File: src/rtl/wb_design_arbiter.sv
// wb_design_arbiter: Wishbone front end that forwards bus cycles to one of
// NUM_DESIGNS hosted user designs, keeps the others in reset, owns a small
// control register window and aborts hung forwarded accesses with a watchdog.
//
//   state   | meaning
//   --------+-----------------------------------------------------------
//   IDLE    | waiting for an in-window cycle; request latched on accept
//   REG     | local register read/write, ack issued on leaving
//   FWD     | cycle forwarded to selected design, watchdog running
//   RESP    | wbs_ack_o high for one cycle with the latched data
module wb_design_arbiter #(
  parameter int          NUM_DESIGNS = 3,
  parameter int          SELW        = 2,
  parameter int          TIMEOUT     = 255,
  parameter int          RST_CYCLES  = 16,
  parameter logic [31:0] BASE_ADR    = 32'h3000_0000
) (
  input  logic                      wb_clk_i,
  input  logic                      rst_n,
  input  logic                      wbs_cyc_i,
  input  logic                      wbs_stb_i,
  input  logic                      wbs_we_i,
  input  logic [3:0]                wbs_sel_i,
  input  logic [31:0]               wbs_adr_i,
  input  logic [31:0]               wbs_dat_i,
  output logic                      wbs_ack_o,
  output logic [31:0]               wbs_dat_o,
  output logic [NUM_DESIGNS-1:0]    dsn_cyc_o,
  output logic [NUM_DESIGNS-1:0]    dsn_stb_o,
  output logic                      dsn_we_o,
  output logic [3:0]                dsn_sel_o,
  output logic [31:0]               dsn_adr_o,
  output logic [31:0]               dsn_dat_o,
  input  logic [NUM_DESIGNS-1:0]    dsn_ack_i,
  input  logic [32*NUM_DESIGNS-1:0] dsn_dat_i,
  output logic [NUM_DESIGNS-1:0]    dsn_rst_n_o,
  output logic [SELW-1:0]           sel_o,
  output logic                      fail_o
);

  localparam int RCW = (RST_CYCLES < 1) ? 1 : $clog2(RST_CYCLES + 1);

  typedef enum logic [1:0] {
    ST_IDLE = 2'd0,
    ST_REG  = 2'd1,
    ST_FWD  = 2'd2,
    ST_RESP = 2'd3
  } state_t;

  state_t          state_q, state_d;
  logic            ack_q, ack_d;
  logic [31:0]     dat_q, dat_d;
  logic            we_q, we_d;
  logic [3:0]      bsel_q, bsel_d;
  logic [31:0]     adr_q, adr_d;
  logic [31:0]     wdat_q, wdat_d;
  logic [SELW-1:0] sel_q, sel_d;
  logic [RCW-1:0]  rc_q, rc_d;
  logic [15:0]     wd_q, wd_d;
  logic            fail_q, fail_d;
  logic [15:0]     tocnt_q, tocnt_d;

  logic            in_win;
  logic            is_reg;
  logic            ack_sel;
  logic [31:0]     rdat_sel;
  logic            rc_busy;
  logic            wr_ok;

  assign in_win  = (wbs_adr_i[31:24] == BASE_ADR[31:24]);
  assign is_reg  = (wbs_adr_i[23:20] == 4'hF);
  assign rc_busy = (rc_q != '0);
  assign wr_ok   = we_q && bsel_q[0];

  // Pick ack and read data of the selected design only; others are ignored.
  always_comb begin
    ack_sel  = 1'b0;
    rdat_sel = 32'h0;
    for (int i = 0; i < NUM_DESIGNS; i++) begin
      if (sel_q == SELW'(i)) begin
        ack_sel  = dsn_ack_i[i];
        rdat_sel = dsn_dat_i[32*i +: 32];
      end
    end
  end

  // Next-state, register access, watchdog and reset-counter logic.
  always_comb begin
    state_d = state_q;
    ack_d   = 1'b0;
    dat_d   = 32'h0;
    we_d    = we_q;
    bsel_d  = bsel_q;
    adr_d   = adr_q;
    wdat_d  = wdat_q;
    sel_d   = sel_q;
    rc_d    = rc_busy ? rc_q - RCW'(1) : rc_q;
    wd_d    = wd_q;
    fail_d  = fail_q;
    tocnt_d = tocnt_q;
    case (state_q)
      ST_IDLE: begin
        // ack_q guard keeps a still-high strobe from being taken twice
        if (wbs_cyc_i && wbs_stb_i && in_win && !ack_q) begin
          we_d    = wbs_we_i;
          bsel_d  = wbs_sel_i;
          adr_d   = wbs_adr_i;
          wdat_d  = wbs_dat_i;
          wd_d    = 16'h0;
          state_d = is_reg ? ST_REG : ST_FWD;
        end
      end
      ST_REG: begin
        ack_d   = 1'b1;
        state_d = ST_IDLE;
        case (adr_q[3:2])
          2'd0: begin
            if (!we_q) dat_d = {{(32-SELW){1'b0}}, sel_q};
            if (wr_ok && ({1'b0, wdat_q[SELW-1:0]} < (SELW+1)'(NUM_DESIGNS))) begin
              sel_d = wdat_q[SELW-1:0];
              rc_d  = RCW'(RST_CYCLES);
            end
          end
          2'd1: begin
            if (wr_ok && wdat_q[0]) rc_d   = RCW'(RST_CYCLES);
            if (wr_ok && wdat_q[1]) fail_d = 1'b0;
          end
          2'd2: begin
            if (!we_q) dat_d = {16'h0, 8'(NUM_DESIGNS), 6'h0, rc_busy, fail_q};
          end
          default: begin
            if (!we_q) dat_d = {16'h0, tocnt_q};
          end
        endcase
      end
      ST_FWD: begin
        // ack checked first so a coincident ack beats the timeout
        if (ack_sel) begin
          ack_d   = 1'b1;
          dat_d   = we_q ? 32'h0 : rdat_sel;
          state_d = ST_RESP;
        end else if (wd_q == 16'(TIMEOUT)) begin
          ack_d   = 1'b1;
          dat_d   = we_q ? 32'h0 : 32'hDEAD_BEEF;
          fail_d  = 1'b1;
          if (tocnt_q != 16'hFFFF) tocnt_d = tocnt_q + 16'h1;
          state_d = ST_RESP;
        end else begin
          wd_d = wd_q + 16'h1;
        end
      end
      default: begin
        state_d = ST_IDLE;
      end
    endcase
  end

  // State and datapath registers; async reset drops any in-flight access.
  always_ff @(posedge wb_clk_i or negedge rst_n) begin
    if (!rst_n) begin
      state_q <= ST_IDLE;
      ack_q   <= 1'b0;
      dat_q   <= 32'h0;
      we_q    <= 1'b0;
      bsel_q  <= 4'h0;
      adr_q   <= 32'h0;
      wdat_q  <= 32'h0;
      sel_q   <= '0;
      rc_q    <= RCW'(RST_CYCLES);
      wd_q    <= 16'h0;
      fail_q  <= 1'b0;
      tocnt_q <= 16'h0;
    end else begin
      state_q <= state_d;
      ack_q   <= ack_d;
      dat_q   <= dat_d;
      we_q    <= we_d;
      bsel_q  <= bsel_d;
      adr_q   <= adr_d;
      wdat_q  <= wdat_d;
      sel_q   <= sel_d;
      rc_q    <= rc_d;
      wd_q    <= wd_d;
      fail_q  <= fail_d;
      tocnt_q <= tocnt_d;
    end
  end

  // One-hot cycle/strobe while forwarding; per-design reset release.
  always_comb begin
    dsn_cyc_o   = '0;
    dsn_rst_n_o = '0;
    for (int i = 0; i < NUM_DESIGNS; i++) begin
      if (sel_q == SELW'(i)) begin
        dsn_cyc_o[i]   = (state_q == ST_FWD);
        dsn_rst_n_o[i] = !rc_busy;
      end
    end
  end

  assign dsn_stb_o = dsn_cyc_o;
  assign dsn_we_o  = we_q;
  assign dsn_sel_o = bsel_q;
  assign dsn_adr_o = adr_q;
  assign dsn_dat_o = wdat_q;
  assign wbs_ack_o = ack_q;
  assign wbs_dat_o = dat_q;
  assign sel_o     = sel_q;
  assign fail_o    = fail_q;

endmodule

File: config.mk
export PLATFORM = sky130hd
export DESIGN_NAME = wb_design_arbiter
export DESIGN_NICKNAME = d
export VERILOG_FILES = /design/src/rtl/wb_design_arbiter.sv
export SDC_FILE = /design/constraint.sdc
export NUM_CORES = 1
export LEC_CHECK = 0
export CORE_MARGIN = 10
export CORE_UTILIZATION = 55
export CTS_BUF_LIST = sky130_fd_sc_hd__clkbuf_2
export DETAILED_ROUTE_END_ITERATION = 10
export DONT_BUFFER_PORTS = 1
export PLACE_DENSITY = 0.7
export SYNTH_ARGS = -nofsm -noshare
export SYNTH_HDL_FRONTEND = slang
export SYNTH_SLANG_ARGS = --single-unit
File: constraint.sdc
create_clock -name wb_clk_i -period 5.55 [get_ports wb_clk_i]
set_input_delay 1.665 -clock wb_clk_i [delete_from_list [all_inputs] [get_ports wb_clk_i]]
set_output_delay 1.665 -clock wb_clk_i [all_outputs]
set_load 0.005 [all_outputs]
# == Yosys cells after proc, flatten, opt, wreduce, memory -nomap -nowiden ==
# Index checks and enable logic that the tools add are counted.
# totals
elab_cells,98
in_bits,172
out_inout_bits,114
regBits,144
# op_classes
bitwise,1
n_reduce_logical,21
n_eq_ne,17
mux,43
n_addsub,3
magnitude_cmp,1
# ops
operator,n
$mux 32,7
$mux 16,4
$pmux 32 s2,1
$pmux 16 s3,1
$add 16x1->16 const B,2
$pmux 16 s2,1
$mux 5,4
$eq 16x8->1 const B,1
$ne 16x16->1 const B,1
$mux 1,15
$ne 2x2->1 const B,6
$mux 10,1
$mux 2,5
$pmux 5 s2,1
$eq 8x6->1 const B,1
$reduce_and 4->1,2
$logic_and 1x1->1,7
$eq 2x1->1 const B,3
$eq 2x2->1 const B,3
$logic_not 2->1,3
$reduce_and 5->1,1
$reduce_bool 5->1,1
$sub 5x1->5 const B,1
$eq 4x4->1 const B,1
9 further kinds,13

# == Logic depth before layout (Yosys ltp) ==
# logic_depth
ltp_word,7
depth_mapped,10
depth_no_buf,7

# == Worst setup path after synthesis ==
# OpenSTA, ideal clock, no wires.
# synth_timing
path_kind,in2reg
startpoint,input wbs_adr_i[24]
endpoint,register wd_q[2]
arrival_time_ns,3.606
slack_ns,1.867
cell_stages,6
n_path_buf,1
path_cell_list,or4b_2 > o31ai_4 > o211ai_2 > buf_2 > or3_1 > a21oi_1
# synth_via
elab_chain_cells,5
# synth_lines
element,line_no,text
start: declaration,24,"input logic [31:0] wbs_adr_i,"
$eq 8x6->1,70,assign in_win = (wbs_adr_i[31:24] == BASE_ADR[31:24]);
$logic_and 1x1->1 (2 in series),104,if (wbs_cyc_i && wbs_stb_i && in_win && !ack_q) begin
$ne 2x2->1 (no line),n/a,
$reduce_and 4->1 (no line),n/a,
end signal: assignment,183,wd_q <= wd_d;
end: declaration,59,"logic [15:0] wd_q, wd_d;"
# No other way between the ends.
# A chain may end at the register's enable or synchronous reset.

# == Final worst setup path ==
# layout_timing
startpoint,register state_q[0]
endpoint,output dsn_stb_o[0]
# layout_via
elab_chain_cells,2
# layout_lines
element,line_no,text
start: declaration,50,"state_t state_q, state_d;"
start signal: assignment,174,state_q <= state_d;
$eq 2x2->1,195,dsn_cyc_o[i] = (state_q == ST_FWD);
$mux 1,194,if (sel_q == SELW'(i)) begin
end: declaration,29,"output logic [NUM_DESIGNS-1:0] dsn_stb_o,"
# No other way between the ends.

==> impl_metrics.tcl <==
set metrics [dict create \
    grt_pass1_vias 5250 \
    placed_cell_area_um2 6890 \
    grt_max_degree 145 \
    fin_crit_ns 4.61 \
    clk_latency_ns 0.70 \
    syn_area_um2 6830 \
    peakVddDrop_v 0.000194 \
    wl_met3_um 2500 \
    leakage_nw 3.40 \
    path_cells "inv_1 -> ha_1 -> clkinv_1 -> nor3_1" \
    critPathLaunchType "flip-flop" \
    hold_buffers 0 \
    htreeDepth 4 \
    synth.distinct_cells 54 \
    worstSetupPathType "reg2out" \
    portBuffers 0 \
    power_per_cell_area_nw_per_um2 320 \
    post-route-period-util_pct 83.1 \
    die_h_um 131 \
    layout.nets 910 \
    skew_ns 0.0338 \
    dr.pass1.iters 4 \
    ys_async_sr_fraction_pct 100 \
    ys_warn_count 0 \
    synth-seq-cells 144 \
    layout-drive-gt1-share_pct 7.25 \
    overflow 0 \
    synth_area_leaders "dfrtp_1 52%, nand2_1 12%, mux2i_1 4.8%" \
    yosysSeqAreaShare_pct 52.8 \
    route.detailed.drc 0 \
    io_pins 286 \
    worstHoldPathType "reg2reg" \
    gp_congestion 0.854 \
    clock_tree.root_cell "clkbuf_2" \
    maxCapViolations 0 \
    min_to "tocnt_q[14]$_DFFE_PN0P_" \
    tightest_slew_ns 1.19 \
    arrival_ns 2.95 \
    max_stage_delay_ns 0.73 \
    cts_resized 0 \
    dp_hpwl_um 15600 \
    synth_area_per_cell_um2 9.05 \
    reg2reg_setup_slack_ns 2.50 \
    cp_max_fo 16 \
    reg2reg_depth 5 \
    setup_viol 0 \
    synth.largest_area_cell "dfrtp_1" \
    cts.path.max_buffers 2 \
    hold_violations 0 \
    coreArea_um2 12100 \
    dp_slack_ns 1.49 \
    fillers 1089 \
    top_layer "met4" \
    cp_slowest_cell "nor3_1" \
    areaGrowthSynthToFinish_pct 4.78 \
    die_width_um 131 \
    reg2reg_to "tocnt_q[13]$_DFFE_PN0P_" \
    cts.sinks 144 \
    wire_per_inst_um 22.2 \
    rsz0062_at_grt "false" \
    fmax_mhz 217 \
    final_common_cell "nand2_1" \
    antenna_found_initial 1 \
    vias_per_cell 5.76 \
    grt_usage_pct 23.1 \
    mappedNetlistNets 932 \
    status "finished clean" \
    path_clk_slew_ns 0.20 \
    wl_met2_um 9730 \
    required_ns 3.88 \
    layout_common_cells "226 x nand2_1, 142 x dfrtp_1, 63 x nor2_1" \
    end_kind "primary output" \
    cp.buffers_inverters 2 \
    initial_core_util_pct 56.6 \
    cts_tree "yes" \
    slew_headroom_pct 20.8 \
    ys_dominant_reg_cell "dfrtp_1" \
    numCtsBuffers 17 \
    grt_pass1_wl_um 31600 \
    drt_first_iter_violations 365 \
    crit_family "simple AND/OR/NAND/NOR gates" \
    setup_ws_ns 0.938 \
    drv_slew 0 \
    crit-reg2reg-launch "wd_q[10]$_DFFE_PN0P_" \
    drt-met1-wl_um 7780 \
    finalWirelength_um 20300 \
    post_cts_buffers 0 \
    fin_area_um2 7150 \
    routed-via-count 5267 \
    setup_tns_ns 0 \
    die_area_um2 17300 \
    synthesis.instances 754 \
    placementRows 40 \
    min-delay-start "tocnt_q[14]$_DFFE_PN0P_" \
    hold-path-cell-count 1 \
    synth.top_cell.area_share_pct 52.4 \
    antenna_left 0 \
    synth_edf_count 0 \
]
registers in the layout, summed over array words and instances (netlist names):
name	cells
sel_o	2
fail_o	1
state_q	2
wbs_ack_o	1
dsn_we_o	1
tocnt_q	16
dsn_dat_o	32
wbs_dat_o	32
dsn_sel_o	4
dsn_adr_o	32
wd_q	16
rc_q	5
where the power goes:
part           internal (mW)  leakage [nW]  switching, mW
clock network          0.257         0.157          0.380
registers               1.15          1.95         0.0922
logic                  0.144          1.29          0.264
worst register-to-register path, stage by stage, from the launching register on:
cell,delay [ns]
dfrtp_1,0.45
or4_1,0.58
or4_1,0.69
a311oi_2,0.83
nand4_1,0.25
xnor2_1,0.18
cells by family (layout without fill, tap and decap cells):
kind of cell	after synthesis	after routing	synth area share, %
xor+xnor	24	24	3.08
compound gates	106	106	9.95
buf+inv	59	50	3.56
fa+ha+maj	6	6	1.10
flops	144	144	52.8
simple gates	379	379	24.2
other cells	0	1	0
mux	36	36	5.33
metal layers:
metal / vias up / GRT usage (%)
met3: 15 / 11.9
met1: 2485 / 26.4
li1: 2490 / -
met5: - / 0
met2: 277 / 36.7
met4: 0 / 7.73
layout make-up:
class | instances | area [um^2] | share of cell area [%]
flip-flops and latches | 144 | 3610 | 50.4
inverters | 11 | 41.3 | 0.577
repair buffers | 7 | 52.6 | 0.735
diodes | 1 | 2.50 | 0.0350
well taps | 168 | 210 | 2.94
clock buffers | 19 | 95.1 | 1.33
multi-input cells | 551 | 2980 | 41.7
clock inverters | 13 | 160 | 2.24
metrics by stage:
stage	hold WS, ns	power, mW	std cells	util (%)
floorplan	0.459	1.55	754	-
global placement	0.479	1.66	881	57.2
detailed placement	0.486	1.67	881	57.2
CTS	0.512	2.32	913	59.3
global route	0.506	2.44	914	59.3
finish	0.515	2.29	914	59.3
Yosys cell counts (all sizes together), types with 2 or more instances:
master   count
o21ai       23
nor4         4
nand3       16
o21a         2
ha           6
nor2b       10
o211ai       5
nor2        63
a21oi       38
o2111ai      2
inv         10
or2          2
or3          3
and3         6
a211oi      13
nand2      227
mux2i       33
a31oi        3
xor2         5
xnor2       19
nor3b        4
nand2b       4
mux2         3
nor3        10
o31ai        8
or4b         2
clkbuf      38
o22a         3
nand4       14
buf         10
or4          8
dfrtp      143
how the worst max path moves through the flow:
stage	depth (start not counted)	start	endpoint
2_1_floorplan	6	wbs_adr_i[24]	wd_q[2]$_DFFE_PN0P_
3_3_place_gp	5	wbs_adr_i[24]	wd_q[3]$_DFFE_PN0P_
3_5_place_dp	5	wbs_adr_i[24]	wd_q[3]$_DFFE_PN0P_
4_1_cts	4	state_q[0]$_DFFE_PN0P_	dsn_cyc_o[0]
5_1_grt	4	state_q[0]$_DFFE_PN0P_	dsn_cyc_o[0]
6_report	4	state_q[0]$_DFFE_PN0P_	dsn_stb_o[0]
Power figures use the tool's default switching activity.
